$ cat config.mk
export PLATFORM = sky130hd
export DESIGN_NAME = clk_freq_meter_flat
export DESIGN_NICKNAME = d
export VERILOG_FILES = /design/src/rtl/clk_freq_meter_if.sv /design/src/rtl/clk_freq_meter.sv /design/src/flat_wrapper.sv
export SDC_FILE = /design/constraint.sdc
export NUM_CORES = 1
export LEC_CHECK = 0
export ABC_AREA = 1
export CAP_MARGIN = 10
export CORE_MARGIN = 5
export CORE_UTILIZATION = 47
export CTS_CLUSTER_SIZE = 20
export DETAILED_ROUTE_END_ITERATION = 12
export PLACE_DENSITY = 0.64
export SLEW_MARGIN = 0
export SYNTH_ARGS = -nofsm -noshare
export SYNTH_HDL_FRONTEND = slang
export SYNTH_SLANG_ARGS = --single-unit
$ cat constraint.sdc
create_clock -name clk_in -period 3.4 [get_ports clk_in]
set_input_delay 0.51 -clock clk_in [delete_from_list [all_inputs] [get_ports clk_in]]
set_output_delay 0.51 -clock clk_in [all_outputs]
set_load 0.005 [all_outputs]
$ cat src/rtl/clk_freq_meter_if.sv
// Measurement bundle between the frequency meter and its user.
// sig_in/start_in feed the meter; count/valid/status come back.
interface clk_freq_meter_if #(
    parameter int CNT_W = 24
);
    logic             sig_in;
    logic             start_in;
    logic [CNT_W-1:0] count_out;
    logic             valid_out;
    logic             overflow_out;
    logic             stalled_out;
    logic             busy_out;

    // master: the block that drives the signal and reads results
    modport master (
        output sig_in,
        output start_in,
        input  count_out,
        input  valid_out,
        input  overflow_out,
        input  stalled_out,
        input  busy_out
    );

    // slave: the meter itself
    modport slave (
        input  sig_in,
        input  start_in,
        output count_out,
        output valid_out,
        output overflow_out,
        output stalled_out,
        output busy_out
    );
endinterface

$ cat src/rtl/clk_freq_meter.sv
// Counts rising edges of an asynchronous clock over a fixed gate window.
// Ports: clk_in, rst_n_in (async, active-low), mon (slave bundle).
module clk_freq_meter #(
    parameter int CLK_HZ      = 120000000,
    parameter int GATE_CYCLES = 120000,
    parameter int CNT_W       = 24,
    parameter bit CONTINUOUS  = 1'b1
) (
    input  logic             clk_in,
    input  logic             rst_n_in,
    clk_freq_meter_if.slave  mon
);

    localparam int GATE_W = $clog2(GATE_CYCLES);
    localparam logic [GATE_W-1:0] GATE_LAST = GATE_W'(GATE_CYCLES - 1);
    localparam logic [CNT_W-1:0]  CNT_MAX   = '1;

    if (GATE_CYCLES < 2 || CLK_HZ <= 0) begin : g_bad_param
        $error("clk_freq_meter: GATE_CYCLES must be >= 2, CLK_HZ > 0");
    end

    typedef enum logic [1:0] {
        IDLE,
        ARM,
        MEASURE,
        DONE
    } state_t;

    state_t             state_q, state_d;
    logic               s1_q, s1_d;
    logic               s2_q, s2_d;
    logic               s3_q, s3_d;
    logic [GATE_W-1:0]  gate_q, gate_d;
    logic [CNT_W-1:0]   edge_cnt_q, edge_cnt_d;
    logic               sat_q, sat_d;
    logic [CNT_W-1:0]   count_q, count_d;
    logic               ovf_q, ovf_d;
    logic               stall_q, stall_d;
    logic               edge_pulse;

    // s1/s2 resolve metastability; s3 only delays s2 for edge detect
    assign edge_pulse = s2_q & ~s3_q;

    always_comb begin
        state_d    = state_q;
        s1_d       = mon.sig_in;
        s2_d       = s1_q;
        s3_d       = s2_q;
        gate_d     = gate_q;
        edge_cnt_d = edge_cnt_q;
        sat_d      = sat_q;
        count_d    = count_q;
        ovf_d      = ovf_q;
        stall_d    = stall_q;

        unique case (state_q)
            IDLE: begin
                if (CONTINUOUS || mon.start_in) begin
                    state_d = ARM;
                end
            end
            ARM: begin
                gate_d     = '0;
                edge_cnt_d = '0;
                sat_d      = 1'b0;
                state_d    = MEASURE;
            end
            MEASURE: begin
                if (edge_pulse) begin
                    if (edge_cnt_q == CNT_MAX) begin
                        sat_d = 1'b1;
                    end else begin
                        edge_cnt_d = edge_cnt_q + 1'b1;
                    end
                end
                gate_d = gate_q + 1'b1;
                // Result registers load on the way into DONE so that
                // the new value is already visible during the strobe.
                if (gate_q == GATE_LAST) begin
                    gate_d  = '0;
                    state_d = DONE;
                    count_d = edge_cnt_d;
                    ovf_d   = sat_d;
                    stall_d = (edge_cnt_d == '0);
                end
            end
            DONE: begin
                state_d = CONTINUOUS ? ARM : IDLE;
            end
            default: begin
                state_d = IDLE;
            end
        endcase
    end

    always_ff @(posedge clk_in or negedge rst_n_in) begin
        if (!rst_n_in) begin
            state_q    <= IDLE;
            s1_q       <= 1'b0;
            s2_q       <= 1'b0;
            s3_q       <= 1'b0;
            gate_q     <= '0;
            edge_cnt_q <= '0;
            sat_q      <= 1'b0;
            count_q    <= '0;
            ovf_q      <= 1'b0;
            stall_q    <= 1'b0;
        end else begin
            state_q    <= state_d;
            s1_q       <= s1_d;
            s2_q       <= s2_d;
            s3_q       <= s3_d;
            gate_q     <= gate_d;
            edge_cnt_q <= edge_cnt_d;
            sat_q      <= sat_d;
            count_q    <= count_d;
            ovf_q      <= ovf_d;
            stall_q    <= stall_d;
        end
    end

    assign mon.count_out    = count_q;
    assign mon.overflow_out = ovf_q;
    assign mon.stalled_out  = stall_q;
    assign mon.valid_out    = (state_q == DONE);
    assign mon.busy_out     = (state_q == ARM) || (state_q == MEASURE);

endmodule

$ cat src/flat_wrapper.sv
// flat-port wrapper written by rule: the top's interface ports become plain ports
module clk_freq_meter_flat 
#(
    parameter int CLK_HZ      = 120000000,
    parameter int GATE_CYCLES = 120000,
    parameter int CNT_W       = 24,
    parameter bit CONTINUOUS  = 1'b1
)
  (clk_in, rst_n_in, mon_sig_in, mon_start_in, mon_count_out, mon_valid_out, mon_overflow_out, mon_stalled_out, mon_busy_out);
  clk_freq_meter_if #(.CNT_W(CNT_W)) mon_i ();
  input  logic clk_in;
  input  logic rst_n_in;
  input wire logic [$bits(mon_i.sig_in)-1:0] mon_sig_in;
  input wire logic [$bits(mon_i.start_in)-1:0] mon_start_in;
  output wire logic [$bits(mon_i.count_out)-1:0] mon_count_out;
  output wire logic [$bits(mon_i.valid_out)-1:0] mon_valid_out;
  output wire logic [$bits(mon_i.overflow_out)-1:0] mon_overflow_out;
  output wire logic [$bits(mon_i.stalled_out)-1:0] mon_stalled_out;
  output wire logic [$bits(mon_i.busy_out)-1:0] mon_busy_out;
  assign mon_i.sig_in = mon_sig_in;
  assign mon_i.start_in = mon_start_in;
  assign mon_count_out = mon_i.count_out;
  assign mon_valid_out = mon_i.valid_out;
  assign mon_overflow_out = mon_i.overflow_out;
  assign mon_stalled_out = mon_i.stalled_out;
  assign mon_busy_out = mon_i.busy_out;
  clk_freq_meter #(.CLK_HZ(CLK_HZ), .GATE_CYCLES(GATE_CYCLES), .CNT_W(CNT_W), .CONTINUOUS(CONTINUOUS)) u_core (.clk_in(clk_in), .rst_n_in(rst_n_in), .mon(mon_i));
endmodule
==> impl_metrics.py <==
metrics = {
    "timing": {
        "final-setup-viol-count": 0,
        "finalClockSkew_ns": 0.00888,
        "final_max_slew_viol_count": 0,
        "fin_worst_hold_slack_ns": 0.294,
        "final_critical_path_setup_slack_ns": 0.827,
        "portion_of_the_clock_cycle_consumed_by_the_worst_path_in_the_final_layout_pct": 75.7,
        "maximum_frequency_from_static_timing_analysis_mhz": 389,
        "maxSlewHeadroom_pct": 39.3,
        "report.final.hold_viol_count": 0,
        "rsz_0062_raised_after_global_routing": "no",
        "setup-tns-final_ns": 0,
        "layout_min_cycle_time_ns": 2.57,
        "worstMarginPinSlew_ns": 0.911,
    },
    "worst_setup_path": {
        "timing.critical_path.cells": "inv_1 -> ha_1 -> inv_1 -> clkdlybuf4s50_1",
        "r2r_setup_slack_ns": 0.89,
        "critical_path.top_delay_family": "buffers and inverters",
        "worstReg2RegStart": "u_core.edge_cnt_q[0]$_DFFE_PN0P_",
        "path_max_fanout": 13,
        "cpPeakStageDelay_ns": 0.63,
        "critPathSlowestCell": "sky130_fd_sc_hd__ha_1",
        "crit_end_element": "output pin",
        "crit-reg2reg-capture": "u_core.mon.stalled_out$_DFFE_PN0P_",
        "startpoint_type_of_the_worst_setup_path": "register",
        "critical_path_required_ns": 2.89,
        "arrival_ns": 2.06,
        "critical_path_class": "register to output pin",
        "cell_repeated_most_along_the_worst_path": "sky130_fd_sc_hd__inv_1",
        "worstPathBufferInverterCount": 3,
        "worst_r2r_path_depth": 14,
    },
    "synthesis": {
        "yosys.area.top_type_share_pct": 45.0,
        "syn_inst": 545,
        "synth_flop_cell": "sky130_fd_sc_hd__dfrtp_1",
        "synth_area_leader_cell": "sky130_fd_sc_hd__dfrtp_1",
        "synth_area_leaders": "sky130_fd_sc_hd__dfrtp_1 45%, sky130_fd_sc_hd__nand2_1 14%, sky130_fd_sc_hd__inv_1 6.0%",
        "async_flop_share_pct": 100,
        "synthMostInstantiatedCell": "sky130_fd_sc_hd__nand2_1",
        "postSynthRegisterBits": 73,
        "postSynthNetCount": 554,
        "post_synth_num_cell_types": 34,
        "ys_top_cells_by_count": "147 x sky130_fd_sc_hd__nand2_1, 73 x sky130_fd_sc_hd__dfrtp_1, 65 x sky130_fd_sc_hd__inv_1, 62 x sky130_fd_sc_hd__nor2_1, 36 x sky130_fd_sc_hd__nand3_1",
        "syn-cell-area_mm2": 0.00406,
        "yosys_warnings": 0,
        "avgSynthCellArea_um2": 7.45,
        "synth_seq_area_share_pct": 45.0,
        "synth_enable_flop_cells": 0,
    },
    "die": {
        "die_height_um": 103,
        "row_count": 33,
        "ioPinCount": 32,
        "chip_width_um": 103,
        "start_util_pct": 48.9,
        "overall_die_area_mm2": 0.0106,
        "fp.coreArea_mm2": 0.00830,
    },
    "final_layout": {
        "antenna-diode-count": 0,
        "drive_gt1_share_pct": 8.29,
        "areaGrowthSynthToFinish_pct": 15.4,
        "multiInputGateArea_mm2": 0.00188,
        "number_of_filler_instances_in_the_final_layout": 730,
        "finish.net_count": 583,
        "seqCellArea_mm2": 0.00183,
    },
    "clock_tree": {
        "clock_sink_count": 73,
        "clock-root-buffer": "sky130_fd_sc_hd__clkbuf_8",
        "cts_resized": 0,
        "clk_transition_reported_paths_ns": 0.08,
        "cts-htree-levels": 3,
        "insertion_delay_ns": 0.35,
        "clk_path_buf_depth": 2,
        "cts_made_buffers": 9,
        "post_cts_setup_driven_buffer_insertion_count": 0,
        "cts_hold_buffers_added": 0,
        "tritoncts": "built",
    },
    "route": {
        "first_pass_iters": 5,
        "drt_iter0_drcs": 220,
        "drt_wl_total_um": 9810,
        "post_drt_via_cell_ratio": 5.34,
        "detail-route-antenna-nets": 0,
        "route.detailed.drc": 0,
        "routedWlPerCell_um": 14.3,
        "vias": 3650,
    },
    "grt": {
        "grt_remaining_overflow": 0,
        "global_route.usage.total_pct": 19.9,
        "grt_start_max_net_pins": 74,
        "grt_first_pass_wirelength_um": 16500,
        "grt_antenna_before_repair": 0,
        "vias_in_the_first_global_route": 3575,
    },
    "pwr": {
        "worst_ir_drop_vdd_mv": 0.284,
        "power_leakage_nw": 2.05,
        "power_density_mw_per_mm2": 415,
    },
    "min_path": {
        "hold_path.class": "primary input to asynchronous set/reset pin",
    },
    "placed_design": {
        "port_buffers": 30,
        "dpl.hpwl_um": 6980,
        "place_worst_setup_slack_ns": 0.927,
        "gp_routability_congestion": 0.933,
    },
    "run": {
        "cap_violations": 0,
    },
    "outcome": {
        "status": "finished clean",
    },
}
==> layer usage <==
layer  wire length (um)  track usage, %  up-vias
met3                384            3.79       18
met2               4870            34.6       78
li1                   -               -     1826
met5                  0               0        -
met4                213            6.27        0
met1               4340            25.0     1728
==> placed cells by master, fill, tap and decap left out, types with 5 or more instances in the layout <==
cell / count
sky130_fd_sc_hd__a21oi_1: 13
sky130_fd_sc_hd__clkbuf_8: 10
sky130_fd_sc_hd__clkdlybuf4s50_1: 29
sky130_fd_sc_hd__dfrtp_1: 73
sky130_fd_sc_hd__ha_1: 5
sky130_fd_sc_hd__inv_1: 65
sky130_fd_sc_hd__inv_2: 8
sky130_fd_sc_hd__nand2_1: 147
sky130_fd_sc_hd__nand3_1: 36
sky130_fd_sc_hd__nand4_1: 17
sky130_fd_sc_hd__nor2_1: 61
sky130_fd_sc_hd__nor2_2: 8
sky130_fd_sc_hd__o21ai_0: 19
sky130_fd_sc_hd__o21ai_1: 23
sky130_fd_sc_hd__o22ai_1: 21
sky130_fd_sc_hd__xor2_1: 8
==> layout make-up <==
type | count | area share [%]
Inverter | 74 | 5.93
Sequential cell | 73 | 39.0
Clock buffer | 11 | 3.02
Timing Repair Buffer | 33 | 6.84
Clock inverter | 5 | 2.19
Multi-Input combinational cell | 383 | 40.2
Tap cell | 105 | 2.81
==> worst register-to-register path, stage by stage, from the launching register on <==
cell and delay [ns]:
sky130_fd_sc_hd__dfrtp_1 0.47, sky130_fd_sc_hd__ha_1 0.30, sky130_fd_sc_hd__inv_2 0.11, sky130_fd_sc_hd__nor2_4 0.05, sky130_fd_sc_hd__nand2_4 0.13, sky130_fd_sc_hd__nor2_1 0.07
sky130_fd_sc_hd__nand2_1 0.41, sky130_fd_sc_hd__inv_1 0.16, sky130_fd_sc_hd__o21ai_0 0.20, sky130_fd_sc_hd__nand2_1 0.09, sky130_fd_sc_hd__nor2_1 0.12, sky130_fd_sc_hd__nand2_1 0.10
sky130_fd_sc_hd__nor2_1 0.11, sky130_fd_sc_hd__nand3_1 0.08, sky130_fd_sc_hd__nand2_1 0.06
==> kinds of logic after synthesis <==
logic type / after synthesis / share of synthesized area (%)
AOI/OAI and AO/OA: 81 / 10.9
adders and majority gates: 5 / 1.54
buffers and inverters: 89 / 8.63
xor gates and xnor gates: 8 / 1.73
and+or+nand+nor: 289 / 32.1
DFF: 73 / 45.0
==> registers in the layout (all words and copies together), names as in the netlist, 2 cells and up <==
register and count:
u_core.gate_q 17, u_core.edge_cnt_q 24, u_core.state_q 2, u_core.mon.count_out 24
==> per-stage QoR <==
step	utilization, %	power, W	instances	area [um2]
2_1_floorplan	-	0.00106	545	4060
3_3_place_gp	53.5	0.00111	668	4440
3_5_place_dp	53.5	0.00112	668	4440
4_1_cts	56.4	0.00196	684	4680
5_1_grt	56.4	0.00203	684	4680
6_report	56.4	0.00194	684	4680
==> report_power, final <==
| group | internal (W) | switching (W) | leakage [nW] |
|---|---|---|---|
| registers | 0.000894 | 0.0000384 | 0.979 |
| logic | 0.0000556 | 0.000116 | 0.949 |
| clock network | 0.000507 | 0.000332 | 0.120 |
==> worst max path at each step <==
stage,start,endpoint,slack [ns],depth (start not counted)
finish,u_core.state_q[0]$_DFFE_PN0P_,mon_busy_out,0.83,4
global route,u_core.state_q[0]$_DFFE_PN0P_,mon_busy_out,0.75,4
CTS,u_core.state_q[0]$_DFFE_PN0P_,mon_busy_out,0.83,4
detailed placement,u_core.edge_cnt_q[0]$_DFFE_PN0P_,u_core.mon.stalled_out$_DFFE_PN0P_,0.93,14
global placement,u_core.edge_cnt_q[0]$_DFFE_PN0P_,u_core.mon.stalled_out$_DFFE_PN0P_,0.97,14
floorplan,u_core.state_q[0]$_DFFE_PN0P_,mon_busy_out,1.49,5
No activity file was read; power rests on OpenSTA's default activity.
